`src/rtl/bf16_block_gather_if.sv`:
```
// Stream-in / block-out bundle for bf16_block_gather.
// Valid/ready: a transfer happens on a posedge where valid & ready are both 1; a source holds its payload stable while valid & ~ready.
interface bf16_block_gather_if #(
    parameter int NUM           = 10,
    parameter int LANES         = 2,
    parameter int EXPONENT_SIZE = 8,
    parameter int MANTISSA_SIZE = 8
);
    logic                     in_valid;
    logic                     in_ready;
    logic [16*LANES-1:0]      in_data;
    logic                     in_last;
    logic                     out_valid;
    logic                     out_ready;
    logic                     sign_out     [0:NUM-1];
    logic [EXPONENT_SIZE-1:0] exponent_out [0:NUM-1];
    logic [MANTISSA_SIZE-1:0] mantissa_out [0:NUM-1];

    // master: the gather block itself; slave: the side feeding beats and taking blocks.
    modport master (
        input  in_valid, in_data, in_last, out_ready,
        output in_ready, out_valid, sign_out, exponent_out, mantissa_out
    );
    modport slave (
        output in_valid, in_data, in_last, out_ready,
        input  in_ready, out_valid, sign_out, exponent_out, mantissa_out
    );
endinterface

```
`src/rtl/bf16_block_gather.sv`:
```
// Gathers LANES-wide bf16 beats into NUM-element blocks split into sign/exponent/mantissa.
// Optional BF16_GATHER_SAT_EN: inf/NaN saturate to exponent 0xFE, mantissa all-ones.
module bf16_block_gather #(
    parameter int NUM           = 10,
    parameter int LANES         = 2,
    parameter int EXPONENT_SIZE = 8,
    parameter int MANTISSA_SIZE = 8,
    localparam int BEATS        = (NUM + LANES - 1) / LANES,
    localparam int CNT_W        = (BEATS > 1) ? $clog2(BEATS) : 1
) (
    input  logic                 clk,
    input  logic                 rst,
    bf16_block_gather_if.master  bus,
    output logic [CNT_W-1:0]     beat_cnt
);

    localparam logic [CNT_W-1:0] LAST_BEAT = CNT_W'(BEATS - 1);

    logic                     dec_sign [LANES];
    logic [EXPONENT_SIZE-1:0] dec_exp  [LANES];
    logic [MANTISSA_SIZE-1:0] dec_mant [LANES];

    logic                     asm_sign [0:NUM-1];
    logic [EXPONENT_SIZE-1:0] asm_exp  [0:NUM-1];
    logic [MANTISSA_SIZE-1:0] asm_mant [0:NUM-1];

    logic accept;
    logic completing;

    // in_last can close the block early, so a stalled output only blocks beats that would complete.
    assign bus.in_ready = ~bus.out_valid | bus.out_ready | ((beat_cnt != LAST_BEAT) & ~bus.in_last);
    assign accept       = bus.in_valid & bus.in_ready;
    assign completing   = accept & ((beat_cnt == LAST_BEAT) | bus.in_last);

    always_comb begin
        for (int l = 0; l < LANES; l++) begin
            dec_sign[l] = bus.in_data[16*l+15];
            dec_exp[l]  = EXPONENT_SIZE'(bus.in_data[16*l+7 +: 8]);
            dec_mant[l] = MANTISSA_SIZE'({1'b1, bus.in_data[16*l +: 7]});
            if (bus.in_data[16*l+7 +: 8] == 8'h00) begin
                // Denormals flush to zero; the sign survives.
                dec_exp[l]  = '0;
                dec_mant[l] = '0;
            end
`ifdef BF16_GATHER_SAT_EN
            else if (bus.in_data[16*l+7 +: 8] == 8'hFF) begin
                dec_exp[l]  = EXPONENT_SIZE'(8'hFE);
                dec_mant[l] = '1;
            end
`endif
        end
    end

    always_ff @(posedge clk or posedge rst) begin
        if (rst) begin
            beat_cnt      <= '0;
            bus.out_valid <= 1'b0;
            for (int e = 0; e < NUM; e++) begin
                asm_sign[e]         <= 1'b0;
                asm_exp[e]          <= '0;
                asm_mant[e]         <= '0;
                bus.sign_out[e]     <= 1'b0;
                bus.exponent_out[e] <= '0;
                bus.mantissa_out[e] <= '0;
            end
        end else if (completing) begin
            // Earlier beats come from assembly, this beat from the decoders, later slots are padding.
            for (int e = 0; e < NUM; e++) begin
                if (CNT_W'(e / LANES) < beat_cnt) begin
                    bus.sign_out[e]     <= asm_sign[e];
                    bus.exponent_out[e] <= asm_exp[e];
                    bus.mantissa_out[e] <= asm_mant[e];
                end else if (CNT_W'(e / LANES) == beat_cnt) begin
                    bus.sign_out[e]     <= dec_sign[e % LANES];
                    bus.exponent_out[e] <= dec_exp[e % LANES];
                    bus.mantissa_out[e] <= dec_mant[e % LANES];
                end else begin
                    bus.sign_out[e]     <= 1'b0;
                    bus.exponent_out[e] <= '0;
                    bus.mantissa_out[e] <= '0;
                end
                asm_sign[e] <= 1'b0;
                asm_exp[e]  <= '0;
                asm_mant[e] <= '0;
            end
            bus.out_valid <= 1'b1;
            beat_cnt      <= '0;
        end else begin
            if (accept) begin
                for (int e = 0; e < NUM; e++) begin
                    if (CNT_W'(e / LANES) == beat_cnt) begin
                        asm_sign[e] <= dec_sign[e % LANES];
                        asm_exp[e]  <= dec_exp[e % LANES];
                        asm_mant[e] <= dec_mant[e % LANES];
                    end
                end
                beat_cnt <= beat_cnt + CNT_W'(1);
            end
            if (bus.out_valid & bus.out_ready) begin
                bus.out_valid <= 1'b0;
            end
        end
    end

endmodule

```
`src/flat_wrapper.sv`:
```
// flat-port wrapper written by rule: the top's interface ports become plain ports
module bf16_block_gather_flat 
#(
    parameter int NUM           = 10,
    parameter int LANES         = 2,
    parameter int EXPONENT_SIZE = 8,
    parameter int MANTISSA_SIZE = 8,
    localparam int BEATS        = (NUM + LANES - 1) / LANES,
    localparam int CNT_W        = (BEATS > 1) ? $clog2(BEATS) : 1
)
  (clk, rst, beat_cnt, bus_in_valid, bus_in_data, bus_in_last, bus_out_ready, bus_in_ready, bus_out_valid, bus_sign_out, bus_exponent_out, bus_mantissa_out);
  bf16_block_gather_if #(.NUM(NUM), .LANES(LANES), .EXPONENT_SIZE(EXPONENT_SIZE), .MANTISSA_SIZE(MANTISSA_SIZE)) bus_i ();
  input  logic clk;
  input  logic rst;
  output logic [CNT_W-1:0] beat_cnt;
  input wire logic [$bits(bus_i.in_valid)-1:0] bus_in_valid;
  input wire logic [$bits(bus_i.in_data)-1:0] bus_in_data;
  input wire logic [$bits(bus_i.in_last)-1:0] bus_in_last;
  input wire logic [$bits(bus_i.out_ready)-1:0] bus_out_ready;
  output wire logic [$bits(bus_i.in_ready)-1:0] bus_in_ready;
  output wire logic [$bits(bus_i.out_valid)-1:0] bus_out_valid;
  output wire logic [$bits(bus_i.sign_out)-1:0] bus_sign_out;
  output wire logic [$bits(bus_i.exponent_out)-1:0] bus_exponent_out;
  output wire logic [$bits(bus_i.mantissa_out)-1:0] bus_mantissa_out;
  assign bus_i.in_valid = bus_in_valid;
  assign bus_i.in_data = bus_in_data;
  assign bus_i.in_last = bus_in_last;
  assign bus_i.out_ready = bus_out_ready;
  assign bus_in_ready = bus_i.in_ready;
  assign bus_out_valid = bus_i.out_valid;
  assign bus_sign_out = {>>{bus_i.sign_out}};
  assign bus_exponent_out = {>>{bus_i.exponent_out}};
  assign bus_mantissa_out = {>>{bus_i.mantissa_out}};
  bf16_block_gather #(.NUM(NUM), .LANES(LANES), .EXPONENT_SIZE(EXPONENT_SIZE), .MANTISSA_SIZE(MANTISSA_SIZE)) u_core (.clk(clk), .rst(rst), .bus(bus_i), .beat_cnt(beat_cnt));
endmodule
```
`config.mk`:
```
export PLATFORM = sky130hd
export DESIGN_NAME = bf16_block_gather_flat
export DESIGN_NICKNAME = d
export VERILOG_FILES = /design/src/rtl/bf16_block_gather_if.sv /design/src/rtl/bf16_block_gather.sv /design/src/flat_wrapper.sv
export SDC_FILE = /design/constraint.sdc
export NUM_CORES = 1
export LEC_CHECK = 0
export ABC_AREA = 1
export BUFFER_PORTS_ARGS = -buffer_cell sky130_fd_sc_hd__buf_2
export CAP_MARGIN = 20
export CELL_PAD_IN_SITES_DETAIL_PLACEMENT = 1
export CELL_PAD_IN_SITES_GLOBAL_PLACEMENT = 1
export CORE_MARGIN = 2
export CORE_UTILIZATION = 42
export CTS_CLUSTER_SIZE = 12
export DETAILED_ROUTE_END_ITERATION = 6
export PLACE_DENSITY_LB_ADDON = 0.1
export SLEW_MARGIN = 10
export SYNTH_ARGS = -nofsm -noshare
export SYNTH_HDL_FRONTEND = slang
export SYNTH_SLANG_ARGS = --single-unit
```
`constraint.sdc`:
```
create_clock -name clk -period 16 [get_ports clk]
set_input_delay 3.2 -clock clk [delete_from_list [all_inputs] [get_ports clk]]
set_output_delay 3.2 -clock clk [all_outputs]
set_load 0.01 [all_outputs]
```
==> run metrics, run 1 <==
Final GP Congestion=between 0.8 and 0.9; worst slew pin tran=between 1 and 1.5 ns; Filler cells=between 4000 and 5000; die height=199 microns; Initial Utilization=0.425; GRT Total Usage=0.265; status=complete, no violations; min setup slack post-route=between 9 and 10 ns; asr flop ratio synth=1.00; setup repair bufs after CTS=0; post-CTS sizing=0; Yosys cell types=23; Max-Slew Margin vs Limit=0.331; DIE WIDTH=roughly 200 microns; crit path DAT=3.76 ns; number of synthesized flops with an enable pin=0; Worst-Skew Late Latency=~0.55 ns; maximum VDD drop=approximately 0.000077 V; RSZ-0062 raised after global routing=no; Die ar.=~40000 sq um; largest net degree at the start of global routing=between 150 and 200; clk buf depth=3; syn_nets=2147; first-pass GRT wire length=between 80 and 90 mm; proportion of layout cells with a drive suffix above 1=0.141; final setup violation count=0; Post-CTS Hold Buffers=0; period utilisation layout=0.435; drt first pass iters=5; worst hold path class=reg2reg; f_max=0.144 GHz; HPWL after DPL=33.2 mm; CTS tree=built; vias per cell=roughly 5; top cells by area, synth=dfrtp_1 (54%), nand2_1 (17%), inv_1 (8.3%); I/O Pins=~210; nets@finish=between 2000 and 2500; top_reg_cell synth=dfrtp_1; register area=8610 sq um; GR Overflow Total=0; Clock transition at path regs=roughly 0.050 ns; initial antenna violation count=0; crit path launch type=primary input; drt wl/cell=18.3 microns; final wirelength=a little over 50 mm; minimum clock period=roughly 7 ns; total negative slack=0 ns; pre-CTS setup slack=9.04 ns; Std-Cell Core Area=about 38000 sq um; Syn. warnings=0; Sink Count=344; endpoint class of the critical path=output pin; cell taking the most area after synthesis=dfrtp_1; area delta synth->final=16.2%; total of max-cap violations=0; H-tree depth=2; Rows=71; Synth Register Bits=344; DR vias=approximately 14000; Mapped Area=16000 sq um; Req. time, crit path=between 10 and 15 ns; ANT nets after route=0; CTS root buf=clkbuf_16; Leakage=0.0108 uW; number of max-slew violations in the final report=0; synth cell count leaders=nand2_1 (743), inv_1 (355), dfrtp_1 (344), nor2_1 (134), nand3_1 (129); most common cell in the netlist=nand2_1; Post-Syn Area per Cell=roughly 7.6 sq um; Final Hold Vio Count=0; sequential element share of the synthesized area=0.539; initial detailed-routing violation count=982; Multi-input gate area=roughly 5500 sq um; number of global-route vias before repair=14461; Crit Path Max Fanout=6; Setup Skew=0.0239 ns; Setup CP Type=in2out; Pwr Density=~180 nW/um^2; IO buf count=around 210; Num CTS Buffers=40; top cell type's share of synthesized area=0.539; post-synthesis instance total=between 2000 and 2500; DRC=0
routing by layer:
layer	up-vias	part of all wire	GRT usage
li1	6624	-	-
met4	0	0.017	0.0603
met1	6968	0.50	0.404
met3	58	0.048	0.0361
met5	-	0	0
met2	304	0.44	0.399
power breakdown:
| part | switching [uW] | internal, uW | leakage, uW | total [uW] |
|---|---|---|---|---|
| Combinational | 768 | 361 | 0.00572 | 1130 |
| Clock | 368 | 512 | 0.000627 | 880 |
| Sequential | 161 | 1150 | 0.00442 | 1310 |
flip-flops by register name, indices dropped and copies added (netlist names):
| name | count |
|---|---|
| u_core.bus.out_valid | 1 |
| u_core.bus.exponent_out | 80 |
| u_core.asm_mant | 80 |
| u_core.asm_sign | 10 |
| u_core.beat_cnt | 3 |
| u_core.asm_exp | 80 |
| u_core.bus.mantissa_out | 80 |
| u_core.bus.sign_out | 10 |
worst max-delay path: stages:
cell,delay (ns)
buf_2,0.11
inv_1,0.08
nand2_4,0.11
nand2_2,0.12
buf_2,0.14
cells by family after synthesis:
logic type                 count (synthesis)  share of synthesized area
AOI/OAI and AO/OA                        249                     0.0830
xor gates and xnor gates                   1                   0.000548
DFF                                      344                      0.539
and+or+nand+nor                         1024                      0.256
buffers and inverters                    486                      0.119
adders and majority gates                  3                    0.00235
stage by stage:
| stage | utilization | cell area (sq um) | power, uW | instances | hold slack (ns) |
|---|---|---|---|---|---|
| 2_1_floorplan | - | 16000 | 2000 | 2107 | 0.436 |
| 3_3_place_gp | 0.460 | 17300 | 2420 | 2723 | 0.449 |
| 3_5_place_dp | 0.461 | 17300 | 2460 | 2724 | 0.452 |
| 4_1_cts | 0.494 | 18600 | 3360 | 2793 | 0.468 |
| 5_1_grt | 0.494 | 18600 | 3560 | 2793 | 0.490 |
| 6_report | 0.494 | 18600 | 3320 | 2794 | 0.465 |
worst paths after layout:
kind	slack, ns	cells after the start	startpoint	to
worst min register to register	0.46	2	u_core.asm_exp[13]	u_core.asm_exp[13]
worst max register to register	11.95	9	u_core.beat_cnt[0]	u_core.bus.mantissa_out[70]
min in group asynchronous	2.77	2	rst	u_core.bus.exponent_out[64]
max in group asynchronous	10.83	4	rst	u_core.bus.mantissa_out[56]
worst min-delay path	0.46	2	u_core.asm_exp[13]	u_core.asm_exp[13]
worst max-delay path	9.04	5	bus_in_last	bus_in_ready
final cells by class:
cell class,count,share of cell area
Antenna cell,1,0.000135
Sequential cell,344,0.464
Inverter,363,0.0739
Tap cell,511,0.0344
Timing Repair Buffer,229,0.0655
Clock inverter,15,0.00580
Clock buffer,54,0.0611
Multi-Input combinational cell,1277,0.295
cells in the final DEF (no fill, tap or decap):
cell	count
clkbuf_16	41
nand2_1	743
buf_2	211
buf_12	2
clkbuf_8	6
o22ai_1	36
nand3_4	1
a21boi_0	14
clkbuf_1	7
xor2_1	1
nor2_4	6
inv_8	1
nand3_1	129
clkinv_1	1
nor2_1	130
dfrtp_1	344
o21ai_0	119
diode_2	1
nor2_2	8
inv_2	6
bufinv_16	1
clkinv_2	13
a21oi_1	70
nand2_4	2
inv_1	354
buf_4	16
nand2_2	5
inv_6	2
ha_1	3
o21ai_1	10
Note: power is estimated with default switching activity, not from simulation.
==> run 2: changes to the inputs <==
Settings changed: ABC_AREA 1 to 0, CORE_UTILIZATION 42 to 40.
Clock period 16 ns to 5.8 ns, I/O delays scaled along.
==> run 2 against run 1 <==
  * Cell count fell by 26%
  * Routed wire length fell by 10%
  * Final area fell by 7.1%
  * Global-route usage fell by 2.6 points
  * Die area fell by 3.3%
  * Critical path depth rose by 1
  * Via count fell by 17%
==> run metrics, run 2 <==
status=complete, no violations; die height=slightly below 200 microns; Yosys cell types=53; initial antenna violation count=2; CTS root buf=clkbuf_16; ANT nets after route=0; largest net degree at the start of global routing=159; final wirelength=~46 mm; Post-CTS Hold Buffers=0; DR vias=around 12000; sequential element share of the synthesized area=0.585; RSZ-0062 raised after global routing=no; GR Overflow Total=0; Setup CP Type=reg2out; Crit Path Max Fanout=32; most frequent cells in the layout=dfrtp_1 (343), buf_2 (211), nor2_1 (204); commonest non-fill, non-tap cell in the layout=dfrtp_1; Initial Utilization=0.404; IO buf count=~210; Worst-Skew Late Latency=between 0.5 and 0.6 ns; Rows=70; Slowest cell on crit path=dfrtp_1; Synth Register Bits=~340; HPWL after DPL=a little under 30 mm; syn_nets=~1500; Mapped Area=~15000 sq um; total of max-cap violations=0; most common cell in the netlist=dfrtp_1; area delta synth->final=17.3%; Post-Syn Area per Cell=10.4 sq um; initial detailed-routing violation count=around 790; Critical Path, Cell by Cell=inv_1 -> ha_1 -> buf_4 -> a21o_4 -> nand2_1 -> buf_2; number of synthesized flops with an enable pin=0; number of global-route vias before repair=around 12000; crit path DAT=between 2 and 3 ns; top_reg_cell synth=dfrtp_1; synth cell count leaders=dfrtp_1 (344), nor2_1 (204), nand2_1 (154), a221oi_1 (87), nand3_1 (82); Critical path buffers and inverters=3; R2R depth=8; Std-Cell Core Area=36400 sq um; Num CTS Buffers=39; final cell count without fillers=2054; crit path launch type=flop; Syn. warnings=0; nets@finish=between 1500 and 2000; DRC=0; worst slew pin tran=just over 1 ns; maximum VDD drop=about 0.00024 V; Setup Skew=0.0171 ns; clk buf depth=3; Sink Count=about 340; I/O Pins=~210; DIE WIDTH=196 microns; vias per cell=roughly 5.6; Max-Slew Margin vs Limit=0.310; top cells by area, synth=dfrtp_1 (59%), nor2_1 (5.2%), a221oi_1 (5.2%); minimum clock period=3.88 ns; H-tree depth=2; drt wl/cell=around 22 microns; Final Hold Vio Count=0; total negative slack=0 ns; Clock transition at path regs=0.06 ns; asr flop ratio synth=1.00; GRT Total Usage=0.239; first-pass GRT wire length=about 71 mm; final setup violation count=0; endpoint class of the critical path=output pin; Req. time, crit path=~4.6 ns; period utilisation layout=0.668; CTS tree=built; dpl cells=slightly below 2000; Leakage=between 0.008 and 0.009 uW; max incr delay on CP=0.96 ns; Stages on worst setup path=6; Pwr Density=~460 nW/um^2; Final GP Congestion=approximately 0.75; setup repair bufs after CTS=0; worst hold path class=reg2reg; f_max=around 0.26 GHz; Die ar.=~38000 sq um; cell taking the most area after synthesis=dfrtp_1; drt first pass iters=5; post-synthesis instance total=1414; hold depth=2; top cell type's share of synthesized area=0.585; number of max-slew violations in the final report=0; proportion of layout cells with a drive suffix above 1=0.228; Top delay family on crit path=flip-flops; post-CTS sizing=0
run 2: changes by cell type in the layout (fill, tap and decap cells not counted), sizes merged, moves of 47 or more:
cell	delta
o21ai	-53
nand3	-47
and3	+60
a221oi	+87
nor2	+60
nand2	-595
and2	+55
inv	-359
run 2: kinds of logic (layout without fill, tap and decap cells):
family          count (synthesis)  count (layout)  share of synthesized area
simple gates                  577             577                      0.184
buf+inv                       139             310                     0.0451
mux                            40              40                     0.0306
xor+xnor                        1               1                   0.000596
flops                         344             344                      0.585
compound gates                310             310                      0.152
fa+ha+maj                       3               3                    0.00255
other cells                     0               1                          0
run 2: area by class of cell:
type,count,area [sq um]
inverters,4,18.8
flip-flops and latches,344,8610
multi-input cells,931,5490
clock buffers,62,1190
diodes,1,2.50
fillers,4061,19200
repair buffers,237,1310
well taps,468,586
clock inverters,7,50.0
run 2: per-layer routing:
layer / track usage / vias up / share of wire
met3: 0.0321 / 56 / 0.038
met4: 0.0603 / 0 / 0.020
li1: - / 5280 / -
met2: 0.372 / 235 / 0.45
met5: 0 / - / 0
met1: 0.354 / 5944 / 0.49
run 2: worst paths after layout:
check                                              end  slack (ns)                from
max                                       bus_in_ready        1.92  u_core.beat_cnt[0]
min                                 u_core.asm_exp[65]        0.48  u_core.asm_exp[65]
max reg2reg                         u_core.asm_exp[37]        2.11  u_core.beat_cnt[0]
min reg2reg                         u_core.asm_exp[65]        0.48  u_core.asm_exp[65]
max in group asynchronous  u_core.bus.mantissa_out[15]        4.06                 rst
min in group asynchronous  u_core.bus.exponent_out[16]        0.57                 rst
run 2: per-stage QoR:
| step | power, uW | worst slack, ns | cell area (sq um) | hold WS, ns | utilization |
|---|---|---|---|---|---|
| finish | 7950 | 1.92 | 17300 | 0.480 | 0.474 |
| CTS | 8040 | 1.92 | 17300 | 0.484 | 0.473 |
| global placement | 5530 | 2.19 | 16000 | 0.462 | 0.439 |
| floorplan | 4660 | 0.0375 | 14700 | 0.450 | - |
| global route | 8410 | 1.80 | 17300 | 0.500 | 0.474 |
| detailed placement | 5600 | 2.12 | 16000 | 0.471 | 0.439 |
run 2: report_power, final:
part,internal [uW],switching [uW]
combinational,793,1300
sequential,3020,422
clock,1410,997
run 2: worst register-to-register path, stage by stage (launching register included):
cell,delay (ns)
dfrtp_1,0.96
inv_1,0.16
ha_1,0.25
buf_4,0.25
a21o_4,0.30
nand3_4,0.41
buf_4,0.80
and2_1,0.34
mux2_2,0.16
==> run 3: changes to the inputs <==
Clock period 5.8 ns to 3.11 ns, I/O delays scaled along.
==> run 3 against run 2 <==
  * Critical endpoint unchanged
  * Die area unchanged
  * Highest routed layer unchanged
  * Combinational power up 95%
  * Sequential share of layout area down 0.68 points
  * Final area up 1.4%
  * Routed wire length up 3.1%
  * Core utilization up 0.65 points
  * Cell count up 1.2%
  * Total power up 87%
  * Worst setup slack worse by 1.4 ns
  * Critical path depth unchanged
  * Via count up 1.7%
==> run metrics, run 3 (synthesis gave the netlist of run 2 again) <==
status=complete, no violations; Clock transition at path regs=roughly 0.06 ns; Filler cells=roughly 4000; final setup violation count=0; HPWL after DPL=30.8 mm; final instance area=about 17000 sq um; number of global-route vias before repair=12084; sw power=approximately 5100 uW; CTS tree=built; nets@finish=1622; most frequent cells in the layout=dfrtp_1 (343), buf_2 (211), nor2_1 (204); Final Hold Vio Count=0; Worst-Skew Late Latency=between 0.5 and 0.6 ns; period utilisation layout=0.838; largest net degree at the start of global routing=106; post-CTS sizing=0; Sink Count=between 300 and 400; top routing layer used=met4; Clk network pwr share=0.295; Internal=9740 uW; routed wl met2=about 22 mm; Sw Ratio=0.343; vias per cell=between 5 and 6; Num CTS Buffers=39; initial detailed-routing violation count=755; worst slew pin tran=approximately 0.93 ns; Leakage=approximately 0.0083 uW; commonest non-fill, non-tap cell in the layout=dfrtp_1; Sequential Power Share=0.429; wl on met1=~22 mm; Setup CP Type=reg2out; number of max-slew violations in the final report=0; Req. time, crit path=~2.5 ns; Top delay family on crit path=flip-flops; GR Overflow Total=0; first-pass GRT wire length=around 73 mm; final wirelength=47.2 mm; proportion of layout cells with a drive suffix above 1=0.239; Pwr Density=between 800 and 900 nW/um^2; RSZ-0062 raised after global routing=no; internal reg-to-reg setup slack=around 0.66 ns; Post-DP Area=16300 sq um; ANT nets after route=0; clk buf depth=3; Std-Cell Core Area=36400 sq um; crit path DAT=between 1.5 and 2 ns; H-tree depth=2; DIE WIDTH=~200 microns; Rows=70; CTS root buf=clkbuf_16; initial antenna violation count=1; Critical path buffers and inverters=3; Crit Path Max Fanout=13; min setup slack post-route=0.504 ns; R2R Path End=u_core.bus.mantissa_out[56]; Post-CTS Hold Buffers=0; endpoint class of the critical path=output pin; setup repair bufs after CTS=0; crit path launch type=flop; maximum VDD drop=0.000347 V; R2R depth=9; drt wl/cell=between 20 and 25 microns; total negative slack=0 ns; die height=196 microns; DR vias=about 12000; combinational cell fraction of total power=0.275; max incr delay on CP=0.46 ns; pre-CTS setup slack=about 0.57 ns; Die ar.=38300 sq um; Setup Skew=roughly 0.026 ns; met3 wire len=2.20 mm; I/O Pins=around 210; Initial Utilization=0.404; Reg-to-Reg Start=u_core.beat_cnt[1]; IO buf count=211; GRT Total Usage=0.247; minimum clock period=approximately 2.6 ns; area delta synth->final=18.9%; drt first pass iters=5; f_max=approximately 0.38 GHz; Slowest cell on crit path=dfrtp_1; total power=roughly 15000 uW; DRC=0; Final GP Congestion=between 0.7 and 0.8; Max-Slew Margin vs Limit=0.382; worst hold path class=in2async; total of max-cap violations=0; Critical Path, Cell by Cell=inv_1 -> ha_1 -> buf_4 -> a21o_4 -> nand2_1 -> buf_2
-- run 3: cell count changes in the layout (fill, tap and decap cells not counted), sizes merged --
cell    delta
clkbuf     -2
inv        +2
buf       +25
-- run 3: area by class of cell --
type | count | area (sq um) | area share
Clock inverter | 9 | 56.3 | 0.00322
Tap cell | 468 | 586 | 0.0335
Antenna cell | 1 | 2.50 | 0.000143
Multi-Input combinational cell | 931 | 5490 | 0.314
Clock buffer | 60 | 1140 | 0.0655
Inverter | 4 | 18.8 | 0.00107
Sequential cell | 344 | 8610 | 0.492
Timing Repair Buffer | 262 | 1590 | 0.0908
-- run 3: how the worst max path moves through the flow --
stage	from	to	slack (ns)	cells after the start
2_1_floorplan	rst	u_core.asm_exp[0]	-2.11	1
3_3_place_gp	bus_out_ready	u_core.asm_exp[50]	0.64	7
4_1_cts	u_core.beat_cnt[1]	bus_in_ready	0.49	6
5_1_grt	u_core.beat_cnt[1]	bus_in_ready	0.43	6
3_5_place_dp	bus_out_ready	u_core.bus.mantissa_out[56]	0.57	6
6_report	u_core.beat_cnt[1]	bus_in_ready	0.50	6
-- run 3: per-stage QoR --
step | utilization | hold WS (ns) | cells
after floorplan | - | 0.450 | 1414
after global placement | 0.447 | 0.461 | 2009
after detailed placement | 0.447 | 0.469 | 2009
after CTS | 0.480 | 0.132 | 2078
after global routing | 0.480 | 0.155 | 2079
final | 0.480 | 0.139 | 2079
-- run 3: power groups by stage --
stage | clock network [uW] | registers (uW) | logic [uW]
floorplan | 0 | 6590 | 2100
global placement | 0 | 6400 | 4020
detailed placement | 0 | 6440 | 4130
CTS | 4490 | 6370 | 4150
global route | 4650 | 6510 | 4520
finish | 4380 | 6370 | 4080
-- run 3: layer usage --
metal / vias up / track usage
met5: - / 0
met4: 0 / 0.0617
met3: 63 / 0.0401
met2: 256 / 0.397
met1: 6080 / 0.352
li1: 5317 / -
